`config.mk`:
```
export PLATFORM = sky130hd
export DESIGN_NAME = tmds_rx_channel
export DESIGN_NICKNAME = d
export VERILOG_FILES = /design/src/rtl/tmds_pkg.sv /design/src/rtl/tmds_symbol_decode.sv /design/src/rtl/tmds_rx_channel.sv
export SDC_FILE = /design/constraint.sdc
export NUM_CORES = 1
export LEC_CHECK = 0
export CAP_MARGIN = 20
export CORE_AREA = 10 10 117 92
export DETAILED_ROUTE_END_ITERATION = 8
export DIE_AREA = 0 0 127 102
export SYNTH_ARGS = -nofsm -noshare
export SYNTH_HDL_FRONTEND = slang
export SYNTH_SLANG_ARGS = --single-unit
```
`constraint.sdc`:
```
create_clock -name pixel_clk -period 2.3 [get_ports pixel_clk]
set_clock_uncertainty 0.1 [all_clocks]
set_input_delay 0.46 -clock pixel_clk [delete_from_list [all_inputs] [get_ports pixel_clk]]
set_output_delay 0.46 -clock pixel_clk [all_outputs]
set_load 0.1 [all_outputs]
```
`src/rtl/tmds_pkg.sv`:
```
// Shared constants and types for the TMDS receive channel.
// TMDS_RX_TERC4_EN adds the TERC4 fields to the decoded-symbol payload.
package tmds_pkg;

  localparam int unsigned WORD_W = 10;
  localparam int unsigned DATA_W = 8;
  localparam int unsigned CTRL_W = 2;
  localparam int unsigned AUX_W  = 4;

  localparam logic [WORD_W-1:0] CTRL_TOKEN_00 = 10'b1101010100;
  localparam logic [WORD_W-1:0] CTRL_TOKEN_01 = 10'b0010101011;
  localparam logic [WORD_W-1:0] CTRL_TOKEN_10 = 10'b0101010100;
  localparam logic [WORD_W-1:0] CTRL_TOKEN_11 = 10'b1010101011;

  typedef enum logic [1:0] {
    ST_SEARCH    = 2'd0,
    ST_SLIP_WAIT = 2'd1,
    ST_LOCKED    = 2'd2
  } state_t;

  // HDMI TERC4 codes indexed by the nibble they carry
  localparam logic [WORD_W-1:0] TERC4_CODES [16] = '{
    10'b1010011100, 10'b1001100011, 10'b1011100100, 10'b1011100010,
    10'b0101110001, 10'b0100011110, 10'b0110001110, 10'b0100111100,
    10'b1011001100, 10'b0100111001, 10'b0110011100, 10'b1011000110,
    10'b1010001110, 10'b1001110001, 10'b0101100011, 10'b1011000011
  };

  typedef struct packed {
    logic              is_ctrl;
    logic [CTRL_W-1:0] ctrl;
    logic [DATA_W-1:0] data;
`ifdef TMDS_RX_TERC4_EN
    logic              is_terc4;
    logic [AUX_W-1:0]  aux;
`endif
  } sym_t;

endpackage

```
`src/rtl/tmds_symbol_decode.sv`:
```
// Combinational classification and 10b->8b decode of one TMDS symbol.
// TMDS_RX_TERC4_EN enables TERC4 code recognition.
module tmds_symbol_decode
  import tmds_pkg::*;
(
  input  logic [WORD_W-1:0] word,
  output sym_t              sym
);

  logic [DATA_W-1:0] q;
  logic [DATA_W-1:0] d;

  always_comb begin
    sym  = '0;
    q    = word[9] ? ~word[7:0] : word[7:0];
    d    = '0;
    d[0] = q[0];
    // bit 8 selects XOR vs XNOR chaining used by the encoder
    for (int i = 1; i < DATA_W; i++) begin
      d[i] = word[8] ? (q[i] ^ q[i-1]) : ~(q[i] ^ q[i-1]);
    end
    sym.data = d;

    case (word)
      CTRL_TOKEN_00: begin sym.is_ctrl = 1'b1; sym.ctrl = 2'b00; end
      CTRL_TOKEN_01: begin sym.is_ctrl = 1'b1; sym.ctrl = 2'b01; end
      CTRL_TOKEN_10: begin sym.is_ctrl = 1'b1; sym.ctrl = 2'b10; end
      CTRL_TOKEN_11: begin sym.is_ctrl = 1'b1; sym.ctrl = 2'b11; end
      default: ;
    endcase

`ifdef TMDS_RX_TERC4_EN
    for (int k = 0; k < 16; k++) begin
      if (word == TERC4_CODES[k]) begin
        sym.is_terc4 = 1'b1;
        sym.aux      = AUX_W'(k);
      end
    end
`endif
  end

endmodule

```
`src/rtl/tmds_rx_channel.sv`:
```
// One TMDS receive channel: word alignment via bitslip, lock tracking and symbol decode.
// TMDS_RX_TERC4_EN adds aux/ade outputs for HDMI data-island TERC4 symbols.
module tmds_rx_channel
  import tmds_pkg::*;
#(
  parameter int unsigned CTRL_RUN      = 8,
  parameter int unsigned SEARCH_WINDOW = 1024,
  parameter int unsigned SLIP_WAIT     = 16
) (
  input  logic              pixel_clk,
  input  logic              reset_n,
  input  logic [WORD_W-1:0] tmds_word,
  output logic              bitslip,
  output logic              locked,
  output logic [3:0]        slip_cnt,
  output logic [DATA_W-1:0] data,
  output logic [CTRL_W-1:0] ctrl,
  output logic              de
`ifdef TMDS_RX_TERC4_EN
  ,
  output logic [AUX_W-1:0]  aux,
  output logic              ade
`endif
);

  localparam int unsigned RUN_W  = $clog2(CTRL_RUN + 1);
  localparam int unsigned WIN_W  = $clog2(SEARCH_WINDOW + 1);
  localparam int unsigned WAIT_W = $clog2(SLIP_WAIT + 1);

  sym_t              sym;
  state_t            state, state_n;
  logic [RUN_W-1:0]  run_cnt, run_n;
  logic [WIN_W-1:0]  win_cnt, win_n;
  logic [WAIT_W-1:0] wait_cnt, wait_n;
  logic [3:0]        slip_n;
  logic              bitslip_n, locked_n, keepalive;

  tmds_symbol_decode u_decode (
    .word (tmds_word),
    .sym  (sym)
  );

  // Symbols that prove the link is still alive while locked
`ifdef TMDS_RX_TERC4_EN
  assign keepalive = sym.is_ctrl | sym.is_terc4;
`else
  assign keepalive = sym.is_ctrl;
`endif

  // Alignment FSM next-state logic
  always_comb begin
    state_n   = state;
    run_n     = run_cnt;
    win_n     = win_cnt;
    wait_n    = wait_cnt;
    slip_n    = slip_cnt;
    bitslip_n = 1'b0;
    locked_n  = locked;
    case (state)
      ST_SEARCH: begin
        wait_n = '0;
        if (sym.is_ctrl) begin
          run_n = run_cnt + RUN_W'(1);
          win_n = '0;
        end else begin
          run_n = '0;
          win_n = win_cnt + WIN_W'(1);
        end
        if (run_n == RUN_W'(CTRL_RUN)) begin
          state_n  = ST_LOCKED;
          locked_n = 1'b1;
          slip_n   = 4'd0;
          run_n    = '0;
          win_n    = '0;
        end else if (win_n == WIN_W'(SEARCH_WINDOW)) begin
          state_n   = ST_SLIP_WAIT;
          bitslip_n = 1'b1;
          slip_n    = (slip_cnt == 4'd9) ? 4'd0 : slip_cnt + 4'd1;
          run_n     = '0;
          win_n     = '0;
        end
      end
      ST_SLIP_WAIT: begin
        run_n  = '0;
        win_n  = '0;
        wait_n = wait_cnt + WAIT_W'(1);
        if (wait_n == WAIT_W'(SLIP_WAIT)) begin
          state_n = ST_SEARCH;
          wait_n  = '0;
        end
      end
      ST_LOCKED: begin
        run_n  = '0;
        wait_n = '0;
        win_n  = keepalive ? '0 : win_cnt + WIN_W'(1);
        if (win_n == WIN_W'(SEARCH_WINDOW)) begin
          state_n  = ST_SEARCH;
          locked_n = 1'b0;
          win_n    = '0;
        end
      end
      default: begin
        state_n  = ST_SEARCH;
        run_n    = '0;
        win_n    = '0;
        wait_n   = '0;
        locked_n = 1'b0;
      end
    endcase
  end

  // State, counters and registered outputs; data gating follows the lock state being entered
  always_ff @(posedge pixel_clk or negedge reset_n) begin
    if (!reset_n) begin
      state    <= ST_SEARCH;
      run_cnt  <= '0;
      win_cnt  <= '0;
      wait_cnt <= '0;
      slip_cnt <= 4'd0;
      bitslip  <= 1'b0;
      locked   <= 1'b0;
      data     <= '0;
      ctrl     <= '0;
      de       <= 1'b0;
`ifdef TMDS_RX_TERC4_EN
      aux      <= '0;
      ade      <= 1'b0;
`endif
    end else begin
      state    <= state_n;
      run_cnt  <= run_n;
      win_cnt  <= win_n;
      wait_cnt <= wait_n;
      slip_cnt <= slip_n;
      bitslip  <= bitslip_n;
      locked   <= locked_n;
`ifdef TMDS_RX_TERC4_EN
      ade      <= 1'b0;
`endif
      if (sym.is_ctrl) begin
        de   <= 1'b0;
        data <= '0;
        ctrl <= sym.ctrl;
`ifdef TMDS_RX_TERC4_EN
      end else if (sym.is_terc4) begin
        de   <= 1'b0;
        data <= '0;
        aux  <= sym.aux;
        ade  <= 1'b1;
`endif
      end else begin
        de   <= locked_n;
        data <= locked_n ? sym.data : '0;
      end
    end
  end

endmodule

```
# == After elaboration in Yosys (flattened, before gate mapping) ==
# Index checks and enable logic that the tools add are counted.
# word_totals
register_bits,39
inputBits,12
output_inout_bits,17
word_cells,86
# classes
addsub,4
n_eq_ne,14
mux,39
bitwise,15
reduce_logical,4
# ops
operator,n
11-bit 2-to-1 mux,5
4-bit 2-to-1 mux,8
8-bit 2-to-1 mux,3
"11-bit == test, second input constant",2
11-bit case mux with 2 select lines,1
"10-bit == test, second input constant",2
1-bit 2-to-1 mux,13
3-bit case mux with 4 select lines,1
"11-bit by 1-bit adder with 11-bit output, second input constant",1
"10-bit by 8-bit == test with 1-bit output, second input constant",1
"10-bit by 9-bit == test with 1-bit output, second input constant",1
5-bit 2-to-1 mux,2
"4-bit by 1-bit adder with 4-bit output, second input constant",2
"4-bit == test, second input constant",2
2-bit 2-to-1 mux,4
8-bit NOT,1
1-bit NOT,7
1-bit bitwise XOR,7
2-bit case mux with 3 select lines,1
"5-bit by 1-bit adder with 5-bit output, second input constant",1
"5-bit == test, second input constant",1
"2-bit inequality test, second input constant",2
"3-bit inequality test, second input constant",1
1-bit case mux with 3 select lines,1
6 further kinds,6

# == Longest topological paths before layout ==
# logic_depth
depth_word,9
ltp_mapped,10
depth_no_buf,8

# == Cells and area by module ==
# From an unflattened synthesis, not the netlist that was laid out.
# hier_totals
hier_cells,209
hier_area_um2,2093.3
# by_module_without_submodules
mod,instances,cells_per_inst,area_per_inst_um2,seq_area_each_um2
tmds_rx_channel,1,185,1876.8,975.9
tmds_symbol_decode,1,24,216.5,0.0

# == Least setup slack after synthesis ==
# No wires, ideal clock.
# synth_timing
path_type,in2reg
start,in tmds_word[6]
end,reg slip_cnt[1]
setup_ps,126
arrival_time_ps,2348
required_time_ps,2074
slack_ps,-274
path_stages,10
n_path_buf,2
cell_sequence,inv_1 ha_1 and4bb_1 nand4_2 nand4_1 or4_1 buf_2 or2_0 buf_2 a221o_1
# synth_via
elab_chain_cells,7
elab_cells_between_ends,14
classes_between,eq/ne (6); mux (6); reduce/logical (2)
# synth_lines
item,line_no,rtl
"start, declared",tmds_rx_channel.sv:12,"input logic [WORD_W-1:0] tmds_word,"
10-bit == test (tied with other cells),tmds_symbol_decode.sv:24,case (word)
3-bit case mux with 4 select lines (*),tmds_symbol_decode.sv:24,
11-bit 2-to-1 mux or 4-bit 2-to-1 mux (tied branches),tmds_rx_channel.sv:62,if (sym.is_ctrl) begin
11-bit 2-to-1 mux or 4-bit 2-to-1 mux (tied branches),tmds_rx_channel.sv:59,case (state)
11-bit == test or 4-bit == test (tied branches),"tmds_rx_channel.sv:75, tmds_rx_channel.sv:69",
2-bit nonzero test (no line),n/a,
2-bit AND reduction (no line),n/a,
"end signal, assigned",tmds_rx_channel.sv:134,slip_cnt <= slip_n;
"end, declared",tmds_rx_channel.sv:15,"output logic [3:0] slip_cnt,"
# Mark *: on every way between the ends. The rest lies on a longest branch, timed or not. The select of a mux whose other input is x is not followed.
# A chain may end at the register's enable or synchronous reset.

# == Worst setup path after layout ==
# layout_timing
start,reg win_cnt[2]
end,reg slip_cnt[1]
# layout_via
elab_chain_cells,6
# layout_lines
item,line_no,rtl
"start, declared",tmds_rx_channel.sv:33,"logic [WIN_W-1:0] win_cnt, win_n;"
"start signal, assigned",tmds_rx_channel.sv:132,win_cnt <= win_n;
11-bit by 1-bit adder with 11-bit output,tmds_rx_channel.sv:67,win_n = win_cnt + WIN_W'(1);
11-bit 2-to-1 mux,tmds_rx_channel.sv:62,
11-bit 2-to-1 mux,tmds_rx_channel.sv:59,
11-bit == test,tmds_rx_channel.sv:75,end else if (win_n == WIN_W'(SEARCH_WINDOW)) begin
2-bit nonzero test (no line),n/a,
2-bit AND reduction (no line),n/a,
# No other way between the ends. The select of a mux whose other input is x is not followed.

==> results.toml <==
[logic_synthesis]
synth.avg_cell_area_um2 = 9.75
syn_area_um2 = 2080
ys_types = 44
ys_seq_elements = 39
yosys-top-cells-area = "dfrtp_1, xnor2_1, nor2_1, ha_1, xor2_1"
yosysTopAreaCell = "dfrtp_1"
synth_fp_nets = 232
yosys-top-cells-count = "dfrtp_1, nor2_1, xnor2_1, nand2_1, inv_1"
synthCells = 213
synth_top_area_share_pct = 47.0
synth.most_common_cell = "dfrtp_1"
synth-main-ff-cell = "dfrtp_1"
yosys_warnings = 0
async_flop_share_pct = 100
seq_area_frac_synth_pct = 47.0
synth_edf_count = 0

[min_path]
min_path_type = "input port to asynchronous set/reset pin"

[clock_network]
hold_buffers = 0
cts_tree = "yes"
clock_path_buffers = 2
clk_latency_ns = 0.28
clk_pin_slew_ns = 0.06
root_buffer = "clkbuf_16"
cts_max_level = 2
numCtsBuffers = 5
clock-sinks = 39

[layout]
syn_to_final_growth_pct = 44.2
finish.utilization_pct = 35.6
drive_gt1_share_pct = 32.9
diodes = 0
fin_nets = 304

[placement]
pre_cts_slack_ns = -0.790
gp_congestion = 0.781
portBuffers = 28
hpwl_mm = 3.81

[worst_setup_path]
path_class = "flop to flop"
start_kind = "flop"
cpMaxStageDelayCell = "or4_4"
crit_fanout = 5
path_cells = "and4_4, nand4_1, mux2i_1, or4_4, or2_4, a221o_1"
required_ns = 2.36
reg2reg_from = "win_cnt[2]"
cp-end-kind = "flop"
critPathArrivalTime_ns = 2.39
crit_path_start = "win_cnt[2]"
reg2regPathDepth = 6
critPathMaxStageDelay_ns = 0.59

[pwr]
irDropWorstVdd_uv = 340
p_leak_nw = 1.40
powerDensity_nw_per_um2 = 702
finalPower_mw = 2.10

[sta]
fin_ws_ns = -0.0289
slew_viol_final = 0
min_period_ns = 2.33
hold_viol = 0
finalSetupViolCount = 10
rsz0062_at_grt = "true"
slew_headroom_pct = 64.1
hold_slack_ns = 0.0621
worst_slew_pin_slew_ns = 0.539
final.setup.tns_ns = -0.120
timing.fmax_mhz = 429
fin_crit_sh_pct = 101

[job]
drv_cap = 0

[die]
core_area_um2 = 8420
ios = 29
die_w_um = 127
fp.dieArea_um2 = 13000
row_count = 29
die_y_um = 102
initial_core_util_pct = 24.7

[route]
drc = 0
wirelength_mm = 5.01
first_iter_violations = 126
dr.pass1.iters = 4
antenna_left = 0
wl_per_cell_um = 12.7
vias = 1781
vias_per_cell = 4.52

[global_route]
gr-total-overflow = 0
antenna_found_initial = 0
first_global_vias = 1815
grt_usage_pct = 7.93
grt_max_degree = 23
grt_first_pass_wirelength_mm = 8.61

[run_status]
status = "finished, violations left"
violations = "negative setup slack"
-- critical path: cells and delay by family, from the launching register on --
family / cells / cell delay, ns
muxes: 1 / 0.18
DFF: 1 / 0.42
and+or+nand+nor: 4 / 1.23
AOI/OAI and AO/OA: 1 / 0.29
-- per-stage QoR --
stage	cells	cell area [µm²]
5_1_grt	394	2990
2_1_floorplan	213	2100
4_1_cts	392	2910
3_5_place_dp	382	2730
6_report	394	2990
3_3_place_gp	382	2730
-- logic make-up (layout without fill, tap and decap cells) --
group,Yosys count,count (layout),share of synthesized area (%)
simple gates,96,96,24.5
buf+inv,16,89,3.50
mux,1,1,0.482
fa+ha+maj,7,7,4.22
xor+xnor,27,27,11.4
compound gates,27,27,8.92
flops,39,39,47.0
-- final timing paths --
check                         endpoint  slack [ns]
max in group asynchronous   run_cnt[1]        1.56
max reg2reg                slip_cnt[1]       -0.03
min reg2reg                wait_cnt[0]        0.38
min                             locked        0.06
max                        slip_cnt[1]       -0.03
min in group pixel_clk     wait_cnt[0]        0.38
-- layout by cell type (no fill, tap or decap), types with 5 or more instances in the layout --
cell type	count
a21oi_1	5
buf_4	54
buf_6	5
clkbuf_16	5
dfrtp_1	38
dlygate4sd2_1	7
ha_1	5
inv_1	10
nand2_1	16
nand3_1	7
nand4_1	5
nor2_1	29
o21ai_0	6
xnor2_1	18
xor2_1	9
-- power breakdown --
group          leakage [nW]  switching (mW)  total (mW)  internal (mW)
registers             0.504          0.0663       0.809          0.743
logic                 0.831           0.290       0.620          0.330
clock network        0.0658           0.273       0.672          0.399
total                  1.40           0.629        2.10           1.47
-- registers in the layout, summed over array words and instances, names as in the netlist --
name and count:
state 2, run_cnt 4, de 1, wait_cnt 5
data 8, slip_cnt 4, ctrl 2, locked 1
win_cnt 11, bitslip 1
-- per-layer routing --
metal / global-route usage (%) / wire length [µm] / up-vias
li1: - / - / 879
met5: 0 / 0 / -
met2: 11.8 / 2180 / 35
met1: 10.5 / 2520 / 862
met4: 2.88 / 68 / 0
met3: 2.48 / 240 / 5
-- what timing repair did --
item	CTS	global route
endpoints found under the setup margin	24	14
hold endpoints to repair	0	0
gates cloned	0	1
pin swaps	8	8
gates resized for setup	27	15
setup buffers	2	1
-- final cells by class --
class                   count  area, µm²
fillers                   865       5430
flip-flops and latches     39        977
repair buffers             71        568
multi-input cells         158       1130
inverters                  10       37.5
clock inverters             3       20.0
clock buffers               5        125
well taps                 108        135
Power figures use the tool's default switching activity.
